**config.mk**
```make
export PLATFORM = sky130hd
export DESIGN_NAME = fetch_unit
export DESIGN_NICKNAME = d
export VERILOG_FILES = /design/src/rtl/fetch_unit_pkg.sv /design/src/rtl/fetch_unit.sv
export SDC_FILE = /design/constraint.sdc
export NUM_CORES = 1
export LEC_CHECK = 0
export ABC_AREA = 1
export ABC_CLOCK_PERIOD_IN_PS = 2100
export CAP_MARGIN = 20
export CORE_MARGIN = 2
export CORE_UTILIZATION = 49
export DETAILED_ROUTE_END_ITERATION = 10
export PLACE_DENSITY = 0.8
export SLEW_MARGIN = 10
export SYNTH_ARGS = -nofsm -noshare
export SYNTH_HDL_FRONTEND = slang
export SYNTH_SLANG_ARGS = --single-unit
```
**constraint.sdc**
```tcl
create_clock -name clk -period 2.1 [get_ports clk]
set_input_delay 0.42 -clock clk [delete_from_list [all_inputs] [get_ports clk]]
set_output_delay 0.42 -clock clk [all_outputs]
set_load 0.1 [all_outputs]
```
**src/rtl/fetch_unit_pkg.sv**
```systemverilog
// Shared definitions for the instruction fetch stage: default widths and the
// fetch state encoding.
package fetch_unit_pkg;

    // Default program-counter and instruction widths of the 16-bit core.
    localparam int PC_W_DEF    = 10;
    localparam int INSTR_W_DEF = 16;

    // Fetch sequencer states.
    //   FS_IDLE  : one-cycle settle after reset, no request
    //   FS_FETCH : request outstanding for the current pc
    //   FS_HOLD  : instruction presented to decode, waiting for consumption
    //   FS_DRAIN : an abandoned request is still outstanding; its data is dropped
    typedef enum logic [1:0] {
        FS_IDLE  = 2'd0,
        FS_FETCH = 2'd1,
        FS_HOLD  = 2'd2,
        FS_DRAIN = 2'd3
    } fetch_state_t;

endpackage

```
**src/rtl/fetch_unit.sv**
```systemverilog
// Instruction fetch stage. Keeps the program counter, fetches one instruction
// per req/ack handshake from instruction memory and hands it to decode with a
// valid/ready pair. A taken branch redirects the pc to instr_pc + offset and
// flushes whatever instruction is held or in flight. A request that is already
// on the memory bus cannot be withdrawn, so a redirect that arrives before the
// ack parks the sequencer in DRAIN until that ack has been swallowed.
module fetch_unit
    import fetch_unit_pkg::*;
#(
    parameter int              PC_W     = PC_W_DEF,
    parameter int              INSTR_W  = INSTR_W_DEF,
    parameter logic [PC_W-1:0] RESET_PC = '0
) (
    input  logic               clk,
    input  logic               rst,
    // instruction memory port
    output logic               imem_req,
    output logic [PC_W-1:0]    imem_addr,
    input  logic               imem_ack,
    input  logic [INSTR_W-1:0] imem_rdata,
    // decode port
    output logic [INSTR_W-1:0] instr,
    output logic [PC_W-1:0]    instr_pc,
    output logic               instr_valid,
    input  logic               instr_ready,
    // redirect from the branch unit
    input  logic               branch_taken,
    input  logic [PC_W-1:0]    branch_offset
);

    fetch_state_t       state_reg, state_next;
    logic [PC_W-1:0]    pc_reg, pc_next;
    logic [PC_W-1:0]    drain_addr_reg, drain_addr_next;
    logic [INSTR_W-1:0] instr_reg, instr_next;
    logic [PC_W-1:0]    instr_pc_reg, instr_pc_next;
    logic               instr_valid_reg, instr_valid_next;

    // Both adders are PC_W bits wide, so carries out of the top bit are
    // dropped and the address space wraps silently.
    logic [PC_W-1:0]    pc_inc;
    logic [PC_W-1:0]    branch_target;

    assign pc_inc        = pc_reg + PC_W'(1);
    assign branch_target = instr_pc_reg + branch_offset;

    // Memory port: a request is outstanding in FETCH and DRAIN. While draining,
    // the address must stay that of the abandoned request even though pc has
    // already moved on to the branch target.
    assign imem_req  = (state_reg == FS_FETCH) || (state_reg == FS_DRAIN);
    assign imem_addr = (state_reg == FS_DRAIN) ? drain_addr_reg : pc_reg;

    // Decode port is driven straight from registers.
    assign instr       = instr_reg;
    assign instr_pc    = instr_pc_reg;
    assign instr_valid = instr_valid_reg;

    // State and datapath registers; reset takes effect immediately.
    always_ff @(posedge clk or posedge rst) begin
        if (rst) begin
            state_reg       <= FS_IDLE;
            pc_reg          <= RESET_PC;
            drain_addr_reg  <= RESET_PC;
            instr_reg       <= '0;
            instr_pc_reg    <= RESET_PC;
            instr_valid_reg <= 1'b0;
        end else begin
            state_reg       <= state_next;
            pc_reg          <= pc_next;
            drain_addr_reg  <= drain_addr_next;
            instr_reg       <= instr_next;
            instr_pc_reg    <= instr_pc_next;
            instr_valid_reg <= instr_valid_next;
        end
    end

    // Next-state and datapath decisions; a redirect outranks everything
    // except the IDLE settle cycle.
    always_comb begin
        state_next       = state_reg;
        pc_next          = pc_reg;
        drain_addr_next  = drain_addr_reg;
        instr_next       = instr_reg;
        instr_pc_next    = instr_pc_reg;
        instr_valid_next = instr_valid_reg;

        case (state_reg)
            FS_IDLE: begin
                state_next = FS_FETCH;
            end

            FS_FETCH: begin
                if (branch_taken) begin
                    pc_next          = branch_target;
                    instr_valid_next = 1'b0;
                    if (imem_ack) begin
                        // Data for the old path arrived this cycle: drop it
                        // and issue the target request straight away.
                        state_next = FS_FETCH;
                    end else begin
                        // Request still pending: remember its address so the
                        // bus stays stable until the ack drains it.
                        drain_addr_next = pc_reg;
                        state_next      = FS_DRAIN;
                    end
                end else if (imem_ack) begin
                    instr_next       = imem_rdata;
                    instr_pc_next    = pc_reg;
                    instr_valid_next = 1'b1;
                    pc_next          = pc_inc;
                    state_next       = FS_HOLD;
                end
            end

            FS_HOLD: begin
                if (branch_taken) begin
                    // Flush wins over a simultaneous consume.
                    pc_next          = branch_target;
                    instr_valid_next = 1'b0;
                    state_next       = FS_FETCH;
                end else if (instr_ready) begin
                    instr_valid_next = 1'b0;
                    state_next       = FS_FETCH;
                end
            end

            FS_DRAIN: begin
                if (branch_taken) begin
                    // A newer redirect only retargets pc; the abandoned
                    // request is still the one on the bus.
                    pc_next          = branch_target;
                    instr_valid_next = 1'b0;
                end else if (imem_ack) begin
                    state_next = FS_FETCH;
                end
            end

            default: begin
                state_next = FS_IDLE;
            end
        endcase
    end

endmodule

```
==> insert_results.sql <==
INSERT INTO impl_metrics (metric_group, metric, value, unit) VALUES
('setup_path', 'timing.critical_path.cells', 'nand2_1 -> buf_6 -> nor2_1 -> a21oi_1 -> buf_12', ''),
('routing', 'routed-wl-met3', '461', 'um'),
('setup_path', 'sort_of_element_at_the_end_of_the_critical_path', 'output port', ''),
('synth', 'yosys_most_used_dff', 'dfrtp_1', ''),
('setup_path', 'critical_path.max_stage_delay', '0.46', 'ns'),
('clocking', 'clk_pin_slew_worst_paths', '0.09', 'ns'),
('clocking', 'h-tree-depth', '2', ''),
('setup_path', 'stages_on_worst_setup_path', '5', ''),
('floorplanning', 'initial_core_util', '50.0', '%'),
('setup_path', 'timing.critical_path.max_delay_family', 'flip-flops', ''),
('floorplanning', 'design.core.area', '5440', 'um^2'),
('sta', 'fin_crit', '1.99', 'ns'),
('setup_path', 'critPathRequiredTime', '1.68', 'ns'),
('grt', 'grt_start_max_net_pins', '34', ''),
('clocking', 'cts_tree', 'yes', ''),
('grt', 'first_global_vias', '2507', ''),
('setup_path', 'reg2reg_to', 'pc_reg[6]', ''),
('place', 'place.gp.congestion', '0.854', ''),
('finish', 'drive_above_1_share', '18.6', '%'),
('setup_path', 'setup.worst_path.start', 'state_reg[1]', ''),
('setup_path', 'timing.critical_path.fanout_max', '20', ''),
('sta', 'finalMaxSlewViolations', '0', ''),
('synth', 'number_of_flops_mapped_to_enable_cells_by_yosys', '0', ''),
('worst_hold_path', 'min_delay_path_class', 'primary input to async pin', ''),
('clocking', 'worstSkewPairLatency', '0.30', 'ns'),
('setup_path', 'timing.rr.start', 'instr_pc[0]', ''),
('floorplanning', 'io_pins', '69', ''),
('routing', 'iteration_count_of_the_initial_detailed_routing_pass', '4', ''),
('floorplanning', 'die-width', '78.5', 'um'),
('grt', 'grt_use_total', '22.9', '%'),
('finish', 'largest_register_ffs', '16', ''),
('clocking', 'postCtsHoldBufs', '0', ''),
('grt', 'number_of_antenna_violations_at_the_first_check_in_global_routing', '0', ''),
('routing', 'routed-via-count', '2562', ''),
('synth', 'synth-seq-area-share', '45.1', '%'),
('routing', 'route.detailed.drc', '0', ''),
('finish', 'areaGrowthSynthToFinish', '34.6', '%'),
('finish', 'fin_util', '67.4', '%'),
('routing', 'remaining_antenna_violation_count', '0', ''),
('sta', 'layout_skew', '0.00669', 'ns'),
('clocking', 'tritoncts.num_buffers', '5', ''),
('sta', 'report.final.hold_viol_count', '0', ''),
('finish', 'layout.cells.most_common_list', '127 x nand2_1, 47 x dfrtp_1, 37 x buf_4, 30 x nor2_1, 30 x clkdlybuf4s50_1', ''),
('setup_path', 'slowest_stage', 'dfrtp_1', ''),
('routing', 'drt-initial-drc-count', '186', ''),
('routing', 'met2_wirelength', '3170', 'um'),
('routing', 'm1WireLength', '2650', 'um'),
('outcome', 'run_status', 'complete, no violations', ''),
('sta', 'final-setup-viol-count', '0', ''),
('finish', 'n_antenna_cell', '0', ''),
('synth', 'netlist_area', '2720', 'um^2'),
('clocking', 'sinks_on_the_clock_net', '49', ''),
('routing', 'topRoutingLayerUsed', 'met4', ''),
('routing', 'detail_route.vias_per_cell', '5.05', ''),
('setup_path', 'startpoint_class', 'register', ''),
('sta', 'fin_crit_sh', '94.7', '%'),
('sta', 'relSlewSlack', '71.6', '%'),
('setup_path', 'rr_worst_depth', '9', ''),
('synth', 'ys_warn_count', '0', ''),
('setup_path', 'r2r_setup_slack', '0.36', 'ns'),
('floorplanning', 'die_height', '78.5', 'um'),
('setup_path', 'capture_point_of_the_worst_path', 'imem_addr[9]', ''),
('clocking', 'clockRootBuffer', 'clkbuf_8', ''),
('setup_path', 'cp_num_buf_inv', '2', ''),
('synth', 'yosys_register_bits', '49', ''),
('sta', 'tightest_slew', '0.426', 'ns'),
('synth', 'async_reset_ff_share', '100', '%'),
('floorplanning', 'dieArea', '6170', 'um^2'),
('synth', 'syn_avg_cell_area', '7.56', 'um^2'),
('sta', 'rsz0062_at_grt', 'false', ''),
('setup_path', 'critical_setup_path_kind', 'register to output port', '');
worst register-to-register path, stage by stage, from the launching register on:
cell	delay, ns
dfrtp_2	0.43
ha_1	0.23
fa_1	0.39
nand2_1	0.08
nand2_1	0.08
nand3b_1	0.09
nand2_1	0.06
xor2_1	0.13
nand2_1	0.08
a21oi_2	0.11
per-stage QoR:
stage	hold WS (ns)	std cells	setup WS, ns	cell area (um^2)	setup TNS (ns)
after floorplan	0.454	360	-0.614	2750	-1.84
after global placement	0.467	499	0.00996	3560	0
after detailed placement	0.466	499	-0.0306	3560	-0.0306
after CTS	0.425	507	0.0331	3660	0
after global routing	0.472	507	0.0237	3660	0
final	0.431	507	0.112	3660	0
synthesized netlist by cell type (2+ instances only):
master	instances	area share [%]
or2_2	2	0.46
a22oi_1	2	0.55
ha_1	10	4.6
nand4_1	3	0.69
buf_2	3	0.55
a31oi_1	2	0.46
inv_2	4	0.55
nand2_1	127	18
nand3_1	17	3.1
o21ai_0	22	4.0
clkbuf_1	4	0.55
nor2_1	30	4.1
a21oi_1	29	5.3
buf_6	3	1.2
nand3b_1	2	0.55
inv_1	25	3.4
o21ai_1	11	2.0
nand2_2	2	0.46
dfrtp_1	49	45
xnor2_1	2	0.64
a21oi_2	2	0.64
area by class of cell:
| type | count | area, um^2 |
|---|---|---|
| fill | 455 | 1780 |
| multi-input combinational | 269 | 1320 |
| sequential | 49 | 1230 |
| timing repair buffer | 79 | 810 |
| inverter | 30 | 115 |
| tap | 72 | 90.1 |
| clock buffer | 6 | 82.6 |
| clock inverter | 2 | 13.8 |
worst min path at each step:
stage	end	slack, ns	startpoint
after floorplan	drain_addr_reg[0]	0.45	drain_addr_reg[0]
after global placement	drain_addr_reg[2]	0.47	drain_addr_reg[2]
after detailed placement	instr[14]	0.47	instr[14]
after CTS	instr[9]	0.42	rst
after global routing	instr[10]	0.47	rst
final	instr[1]	0.43	rst
metal layers:
layer,GRT usage (%),up-vias
met5,0,-
met4,9.47,0
met3,5.52,13
met2,39.5,95
met1,27.4,1143
li1,-,1311
cell families after synthesis:
family / Yosys count / synth area share, %
simple gates: 186 / 27.9
xor+xnor: 3 / 0.966
buf+inv: 42 / 7.40
compound gates: 69 / 13.3
fa+ha+maj: 11 / 5.33
flops: 49 / 45.1
repair_timing:
item | 4_1_cts | 5_1_grt
endpoints found under the setup margin | 0 | 3
resized for setup | 0 | 2
setup buffers | 0 | 0
Power is not shown: default switching activity piles up to over one toggle a cycle in this logic, so the estimate is an artifact.
